**src/rtl/tt_capture_driver.sv**
```systemverilog
// ----------------------------------------------------------------------------
// tt_capture_driver
//
// Drives every input pattern of a combinational netlist in ascending order,
// samples the netlist outputs for each pattern, and packs the responses into
// a truth table. The captured table is compared against a golden table that
// is latched when the run is accepted. The lowest failing pattern is reported.
//
// Parameters
//   N_PI    number of netlist primary inputs (patterns = 2**N_PI)
//   N_PO    number of netlist primary outputs
//   SETTLE  cycles a pattern is held before its response is sampled (>= 0)
//
// Ports
//   clk       in   clock, all logic on the rising edge
//   rst       in   synchronous active-high reset
//   start     in   run request, accepted only while idle
//   expected  in   golden table, latched on an accepted start
//   busy      out  high from the cycle after accept until done
//   done      out  one-cycle pulse after the last pattern is sampled
//   pi_out    out  pattern driven to the netlist (bit0 = pi0)
//   po_in     in   netlist outputs po0..po(N_PO-1)
//   tt_out    out  captured table, bit j*2**N_PI+p = po_j under pattern p
//   mismatch  out  sticky: some captured bit differs from expected
//   fail_idx  out  pattern index of the first mismatch (0 if none)
// ----------------------------------------------------------------------------
module tt_capture_driver #(
    parameter int N_PI   = 5,
    parameter int N_PO   = 1,
    parameter int SETTLE = 1
) (
    input  logic                         clk,
    input  logic                         rst,
    input  logic                         start,
    input  logic [N_PO*(2**N_PI)-1:0]    expected,
    output logic                         busy,
    output logic                         done,
    output logic [N_PI-1:0]              pi_out,
    input  logic [N_PO-1:0]              po_in,
    output logic [N_PO*(2**N_PI)-1:0]    tt_out,
    output logic                         mismatch,
    output logic [N_PI-1:0]              fail_idx
);

    localparam int unsigned NPAT = 2 ** N_PI;
    localparam int unsigned NPO  = N_PO;
    localparam int unsigned TW   = NPO * NPAT;
    localparam int          IW   = (TW > 1) ? $clog2(TW) : 1;
    localparam int          CW   = (SETTLE > 0) ? $clog2(SETTLE + 1) : 1;

    // The counter holds the settle cycles still to go after the current one,
    // so the settle state lasts exactly SETTLE cycles before sampling.
    localparam logic [CW-1:0] RELOAD = CW'((SETTLE > 0) ? SETTLE - 1 : 0);

    typedef enum logic [1:0] {
        IDLE,
        SETTLE_ST,
        SAMPLE,
        FINISH
    } state_t;

    state_t            state_q, state_d;
    logic [CW-1:0]     cnt_q, cnt_d;
    logic [N_PI-1:0]   pi_q, pi_d;
    logic [TW-1:0]     tt_q, tt_d;
    logic [TW-1:0]     exp_q, exp_d;
    logic              mm_q, mm_d;
    logic [N_PI-1:0]   fidx_q, fidx_d;
    logic              hit;
    logic [IW-1:0]     idx;

    always_ff @(posedge clk) begin
        if (rst) begin
            state_q <= IDLE;
            cnt_q   <= '0;
            pi_q    <= '0;
            tt_q    <= '0;
            exp_q   <= '0;
            mm_q    <= 1'b0;
            fidx_q  <= '0;
        end else begin
            state_q <= state_d;
            cnt_q   <= cnt_d;
            pi_q    <= pi_d;
            tt_q    <= tt_d;
            exp_q   <= exp_d;
            mm_q    <= mm_d;
            fidx_q  <= fidx_d;
        end
    end

    always_comb begin
        state_d = state_q;
        cnt_d   = cnt_q;
        pi_d    = pi_q;
        tt_d    = tt_q;
        exp_d   = exp_q;
        mm_d    = mm_q;
        fidx_d  = fidx_q;
        hit     = 1'b0;
        idx     = '0;
        busy    = 1'b0;
        done    = 1'b0;

        case (state_q)
            IDLE: begin
                if (start) begin
                    exp_d   = expected;
                    tt_d    = '0;
                    mm_d    = 1'b0;
                    fidx_d  = '0;
                    pi_d    = '0;
                    cnt_d   = RELOAD;
                    state_d = (SETTLE == 0) ? SAMPLE : SETTLE_ST;
                end
            end

            SETTLE_ST: begin
                busy = 1'b1;
                if (cnt_q == '0) begin
                    state_d = SAMPLE;
                end else begin
                    cnt_d = cnt_q - 1'b1;
                end
            end

            SAMPLE: begin
                busy = 1'b1;
                for (int unsigned j = 0; j < NPO; j++) begin
                    idx       = IW'(j * NPAT) + IW'(pi_q);
                    tt_d[idx] = po_in[j];
                    if (po_in[j] != exp_q[idx]) begin
                        hit = 1'b1;
                    end
                end
                // Only the first failing pattern is recorded; later ones
                // leave fail_idx untouched.
                if (hit && !mm_q) begin
                    mm_d   = 1'b1;
                    fidx_d = pi_q;
                end
                if (pi_q == '1) begin
                    state_d = FINISH;
                end else begin
                    pi_d    = pi_q + 1'b1;
                    cnt_d   = RELOAD;
                    state_d = (SETTLE == 0) ? SAMPLE : SETTLE_ST;
                end
            end

            FINISH: begin
                done    = 1'b1;
                state_d = IDLE;
            end

            default: begin
                state_d = IDLE;
            end
        endcase
    end

    assign pi_out   = pi_q;
    assign tt_out   = tt_q;
    assign mismatch = mm_q;
    assign fail_idx = fidx_q;

endmodule

```
**config.mk**
```make
export PLATFORM = sky130hd
export DESIGN_NAME = tt_capture_driver
export DESIGN_NICKNAME = d
export VERILOG_FILES = /design/src/rtl/tt_capture_driver.sv
export SDC_FILE = /design/constraint.sdc
export NUM_CORES = 1
export LEC_CHECK = 0
export ABC_CLOCK_PERIOD_IN_PS = 2300
export CORE_ASPECT_RATIO = 1.2
export CORE_MARGIN = 2
export CORE_UTILIZATION = 35
export DETAILED_ROUTE_END_ITERATION = 7
export PLACE_DENSITY = 0.61
export SLEW_MARGIN = 20
export SYNTH_ARGS = -nofsm -noshare
export SYNTH_HDL_FRONTEND = slang
export SYNTH_SLANG_ARGS = --single-unit
```
**constraint.sdc**
```tcl
create_clock -name clk -period 2.3 [get_ports clk]
set_input_delay 0.23 -clock clk [delete_from_list [all_inputs] [get_ports clk]]
set_output_delay 0.23 -clock clk [all_outputs]
set_load 0.05 [all_outputs]
```
Word level (Yosys, flattened, before mapping)
Index checks and enable logic that the tools add are counted.
Word-level totals
  memories kept: 0
  register bits: 78
  bits in read-only memories: 0
  latch bits: 0
  word-level logic and storage cells: 59
  bits in writable memories: 0
Cells by class
  divide/modulo/power cells: 0
  shifts and indexed selects: 0
  order comparisons: 2
  eq/ne operators: 9
  $mul: 0
  reduce and logical (&&, ||, !) cells: 13
  mux-type cells: 26
  bitwise logic cells: 0
  add/subtract/negate cells: 2
Operators with widths (count)
  $pmux 32 s2: 1
  $bwmux 32: 1
  $mux 32: 1
  $pmux 5 s2: 2
  $mux 5: 3
  $mux 1: 10
  $reduce_and 3->1: 3
  $ne 2x2->1 const B: 4
  $pmux 2 s4: 1
  $lt 5x6->1 const B: 1
  $mux 2: 3
  $reduce_and 2->1: 3
  $add 5x1->5 const B: 1
  $bmux 1 s5: 1
  $demux 1 s5: 1
  $eq 5x5->1 const B: 1
  $ge 5x1->1 const B: 1
  $eq 2x2->1 const B: 2
  $pmux 1 s3: 1
  $reduce_bool 3->1: 1
  $eq 2x1->1 const B: 1
  $logic_and 1x1->1: 2
  $logic_not 2->1: 1
  $pmux 1 s2: 1
  other kinds (5): 5

Depth between registers and ports, before layout
Gate-level depths: netlist of the first run.
  word-level depth: 8
  depth in mapped cells: 9
  depth with buffers taken out: 8

Worst setup path before layout of the first run
OpenSTA, ideal clock, no wires.
  kind: register to register
  from: register pi_q[1], in the netlist pi_out[1]
  to: register fidx_q[2], in the netlist fail_idx[2]
  slack: 57 ps
  arrival time: 2113 ps
  clock period less this slack: 2243 ps
  cell stages (with the launch flop): 9
  path through: dfxtp_1 buf_6 buf_12 mux2i_1 nor4_1 o21ai_0 o2111ai_4 mux2i_2 o22ai_1
Between the ends
  longest elaborated chain between the ends: 8
RTL lines
  start: declaration: line 64  | logic [N_PI-1:0] pi_q, pi_d;
  start signal: assignment: line 84  | pi_q <= pi_d;
  $bmux 1 s5: line 132  | if (po_in[j] != exp_q[idx]) begin
  $mux 1 (implied by the code): line 132
  $ne 1x1->1: line 132
  $mux 1: line 132
  $mux 1: line 105  | case (state_q)
  $logic_and 1x1->1: line 138  | if (hit && !mm_q) begin
  $ne 2x2->1 (no source line)
  $reduce_and 3->1 (no source line)
  end signal: assignment: line 88  | fidx_q <= fidx_d;
  end: declaration: line 68  | logic [N_PI-1:0] fidx_q, fidx_d;
No other way between the ends. The select of a mux whose other input is x is not followed.
A chain may end at the register's enable or synchronous reset.

Worst setup path after layout of the first run
  from: register state_q[1]
  to: output port busy
Between the ends
  longest elaborated chain between the ends: 3
  elaborated cells between the ends (all ways): 4
RTL lines
  start: declaration: line 62  | state_t state_q, state_d;
  start signal: assignment: line 82  | state_q <= state_d;
  $eq 2x2->1 / $eq 2x1->1 (equally long branches): line 105
  $reduce_or 2->1 (no source line) *
  $mux 1 *: line 105
  end: declaration: line 36  | output logic busy,
Every way passes the cells marked *; elsewhere a longest branch is shown, timed or not.

==> results list, run 1 <==
- Insertion delay of the later-clocked pin in the worst-skew pair: 340 ps
- Number of design-rule violations left by the first detailed-router iteration: 169
- When the netlist entered floorplanning its net count stood at 508.
- Worst voltage drop across the vdd grid: 0.406 mV
- After layout, the worst setup slack is 138 ps.
* Asr flop ratio synth: 0%
- Maximum level of the CTS H-tree: 3
- The clock period could shrink to 2160 ps.
- After synthesis, the cell types taking the most area are sky130_fd_sc_hd__dfxtp_1, sky130_fd_sc_hd__nand2_1, sky130_fd_sc_hd__a21oi_1.
- Timing-limited maximum frequency: 462 MHz
- The final route contains 3382 vias.
- For this run, the number of Yosys warnings is 0.
* Clock-pin slew on the worst setup and hold paths: 60 ps
- RSZ-0062 raised after global routing: false
- Hold Startpoint: expected[24]
- Post-Route WL: 9630 microns
- Via count of the first global-routing pass: 3258
* Number of placement rows: 41
- Fraction of layout instances using a drive strength above 1: 8.74%
* Wire length of the first global-routing pass: 15800 microns
* Timing startpoint of the critical path: state_q[1]$_SDFFE_PP0P_
- The netlist uses 46 different library cells.
- Most frequently used cell type in the post-synthesis netlist: sky130_fd_sc_hd__nand2_1
* Maximum fanout count along the critical path: 5
* Total die area: approximately 11000 sq um
* DRC violations left: 0
- Antenna cells: 0
- The core region is around 10000 sq um.
- Relative slew slack: around half
- In the final timing run, aggregate negative setup slack is 0 ps.
* Number of synthesized flops with an enable pin: 0
* Slew Viols, Final: 0
- For this run, the slowest stage of the critical path takes 810 ps.
* GR Overflow Total: 0
- Number of cells in the finished layout apart from fillers: between 600 and 700
- Area delta synth->final: 31.3%
- The number of antenna violations at the first check in global routing was 0.
- Antenna-violating nets left: 0
- The clock passes through at most 2 buffers.
- Cell accounting for the most synthesized area: sky130_fd_sc_hd__dfxtp_1
- Together, buffers and inverters on the worst path number 2.
* Number of fillers in the final layout: 1036
* Number of buffers inserted during clock tree synthesis: 9
- The number of gates resized after CTS was 0.
* Effective utilization at floorplan: 35.6%
- Counting instances in the post-synthesis netlist gives the leading cell types as sky130_fd_sc_hd__nand2_1, sky130_fd_sc_hd__dfxtp_1, sky130_fd_sc_hd__a21oi_1, sky130_fd_sc_hd__o21ai_0, sky130_fd_sc_hd__a21boi_0.
- Number of cells after detailed placement: between 600 and 700
* Netlist area before placement: roughly 3700 sq um
* TritonCTS clock tree: yes
* Number of failing hold endpoints at the final stage: 0
- For this design, the CTS-stage hold fixing added 0 buffers.
* Crit-path slowest cell: sky130_fd_sc_hd__clkdlybuf4s50_1
- The count of buffers added on input and output ports is 80.
- For the pin with the worst max-slew slack, the measured transition is roughly 780 ps.
* Area share of the leading cell type in the synthesized netlist: between 40 and 50%
- Die Y-Extent: roughly 120 microns
- Pre-CTS setup slack: 160 ps
* Number of storage elements in the synthesis netlist: 77
* Max-cap check violation count: 0
- Data arrival time at the worst-slack endpoint: roughly 1900 ps
* Min-Delay Path Class: in -> reg
- Worst setup path category: reg -> out
* Hold_ws: around 440 ps
* Required time of the worst setup path: 2070 ps
- The setup check on the worst reg-to-reg path leaves a slack of ~230 ps.
- The most used flip-flop cell after synthesis is sky130_fd_sc_hd__dfxtp_1.
- Clock sink total: 77
* Synthesized area per cell: 8.02 sq um
- X dimension of the die: 98.0 microns
- Fraction of the core area covered by cells at the end of the flow: about 47%
* Worst clock skew: 10.9 ps
- First drt pass iteration count: 4
* Type of element launching the critical path: flip-flop
- Setup violations remaining at the end of the flow were counted as 0.
- Via density: 5.07
- Walking the worst path, the cells encountered are inv_1, ha_1, clkdlybuf4s50_1.
- Fraction of the yosys area taken by sequential cells: 41.5%
- Nets: 578
- Largest net degree at the start of global routing: 42
* Power density over the cells: 710 nW/um^2
* DP HPWL: 6920 microns
- The worst setup path is captured at an output port.
- CP delay by family, top: buffers and inverters
- Summed over all cells, the static leakage comes to about 1.6 nW.
* Cells after Synth: 463
- Post-CTS setup-driven buffer insertion count: 0
- Routed wirelength normalized by instance count: 14.4 microns
- Last weighted congestion value of the routability-driven placer: ~0.83
* IO Pins: 81
- The flow ran to the end, and the final reports show no timing, DRC or antenna violations.
* CTS root buf: sky130_fd_sc_hd__clkbuf_16
- Share of the clock period used by the worst path: 94.0%
- GR Util All Layers: 17.1%
- The startpoint identified for the worst register-to-register timing path is state_q[0]$_SDFFE_PP0P_.
-- cell families (layout without fill, tap and decap cells) --
logic type,count (synthesis),in the layout,synth area share [%]
AND/OR/NAND/NOR,161,161,18.6
AO/OA/AOI/OAI,152,152,25.1
flip-flops,77,77,41.5
buffers and inverters,44,119,6.13
multiplexers,17,17,4.72
adder cells (fa/ha/maj),9,9,3.03
XOR/XNOR,3,3,0.910
-- per-stage QoR --
step / power (mW) / area [sq um]
6_report: 3.46 / 4870
4_1_cts: 3.49 / 4870
2_1_floorplan: 1.96 / 3710
5_1_grt: 3.64 / 4870
3_5_place_dp: 2.18 / 4590
3_3_place_gp: 2.16 / 4590
-- power by group --
group	switching (mW)	total, mW	internal (mW)
clock network	0.554	1.31	0.760
logic	0.426	0.691	0.265
registers	0.0480	1.46	1.41
total	1.03	3.46	2.43
-- routing by layer --
metal	GRT usage [%]	share of wire (%)
met1	21.4	46
met2	28.9	46
met3	3.74	5.3
met4	6.85	2.0
met5	0	0
-- cells in the final DEF (no fill, tap or decap), drive strengths merged, types with 4 or more instances in the layout --
cell type and count:
a21oi 68, nor3 8, nor2 18, clkbuf 11
nand3 4, or3 4, o221ai 5, a21boi 32
o32ai 4, buf 19, and2 5, ha 9
o21ai 34, mux2i 16, inv 8, clkdlybuf4s50 76
dfxtp 77, nand2 108
-- area by class of cell --
| class | instances | area [sq um] | area share, % |
|---|---|---|---|
| Sequential cell | 77 | 1540 | 31.7 |
| Inverter | 8 | 30.0 | 0.616 |
| Clock inverter | 5 | 36.3 | 0.744 |
| Multi-Input combinational cell | 342 | 1950 | 39.9 |
| Clock buffer | 11 | 243 | 4.98 |
| Tap cell | 129 | 161 | 3.31 |
| Timing Repair Buffer | 95 | 913 | 18.7 |
-- worst reg2reg max path, stage by stage (launching register included) --
cell	delay, ps
sky130_fd_sc_hd__dfxtp_1	380
sky130_fd_sc_hd__inv_1	100
sky130_fd_sc_hd__ha_1	240
sky130_fd_sc_hd__and2_1	190
sky130_fd_sc_hd__a21oi_2	380
sky130_fd_sc_hd__buf_4	340
sky130_fd_sc_hd__a21oi_1	70
sky130_fd_sc_hd__nand2_1	90
sky130_fd_sc_hd__xor2_1	140
sky130_fd_sc_hd__nor2_1	60
-- path summary, 6_finish.rpt --
check | cells past startpoint | endpoint
worst max-delay path | 3 | busy
worst min register to register | 2 | exp_q[28]$_SDFFE_PP0P_
worst max register to register | 9 | pi_out[2]$_SDFFE_PP0P_
worst min-delay path | 3 | exp_q[24]$_SDFFE_PP0P_
-- flip-flops by register name (all words and copies together) (netlist names) --
signal and count:
exp_q 32, fail_idx 5, mismatch 1, pi_out 5, state_q 2, tt_out 32
No activity file was read; power rests on OpenSTA's default activity.
==> run 2, diff against run 1 <==
CTS_CLUSTER_SIZE = 20   (was default)
==> results of run 2 <==
No change in the layout: final DEF, timing and power equal those of run 1.
==> run 3, diff against run 2 <==
CAP_MARGIN = 10   (was default)
==> results of run 3 <==
No change in the layout: final DEF, timing and power equal those of run 1.
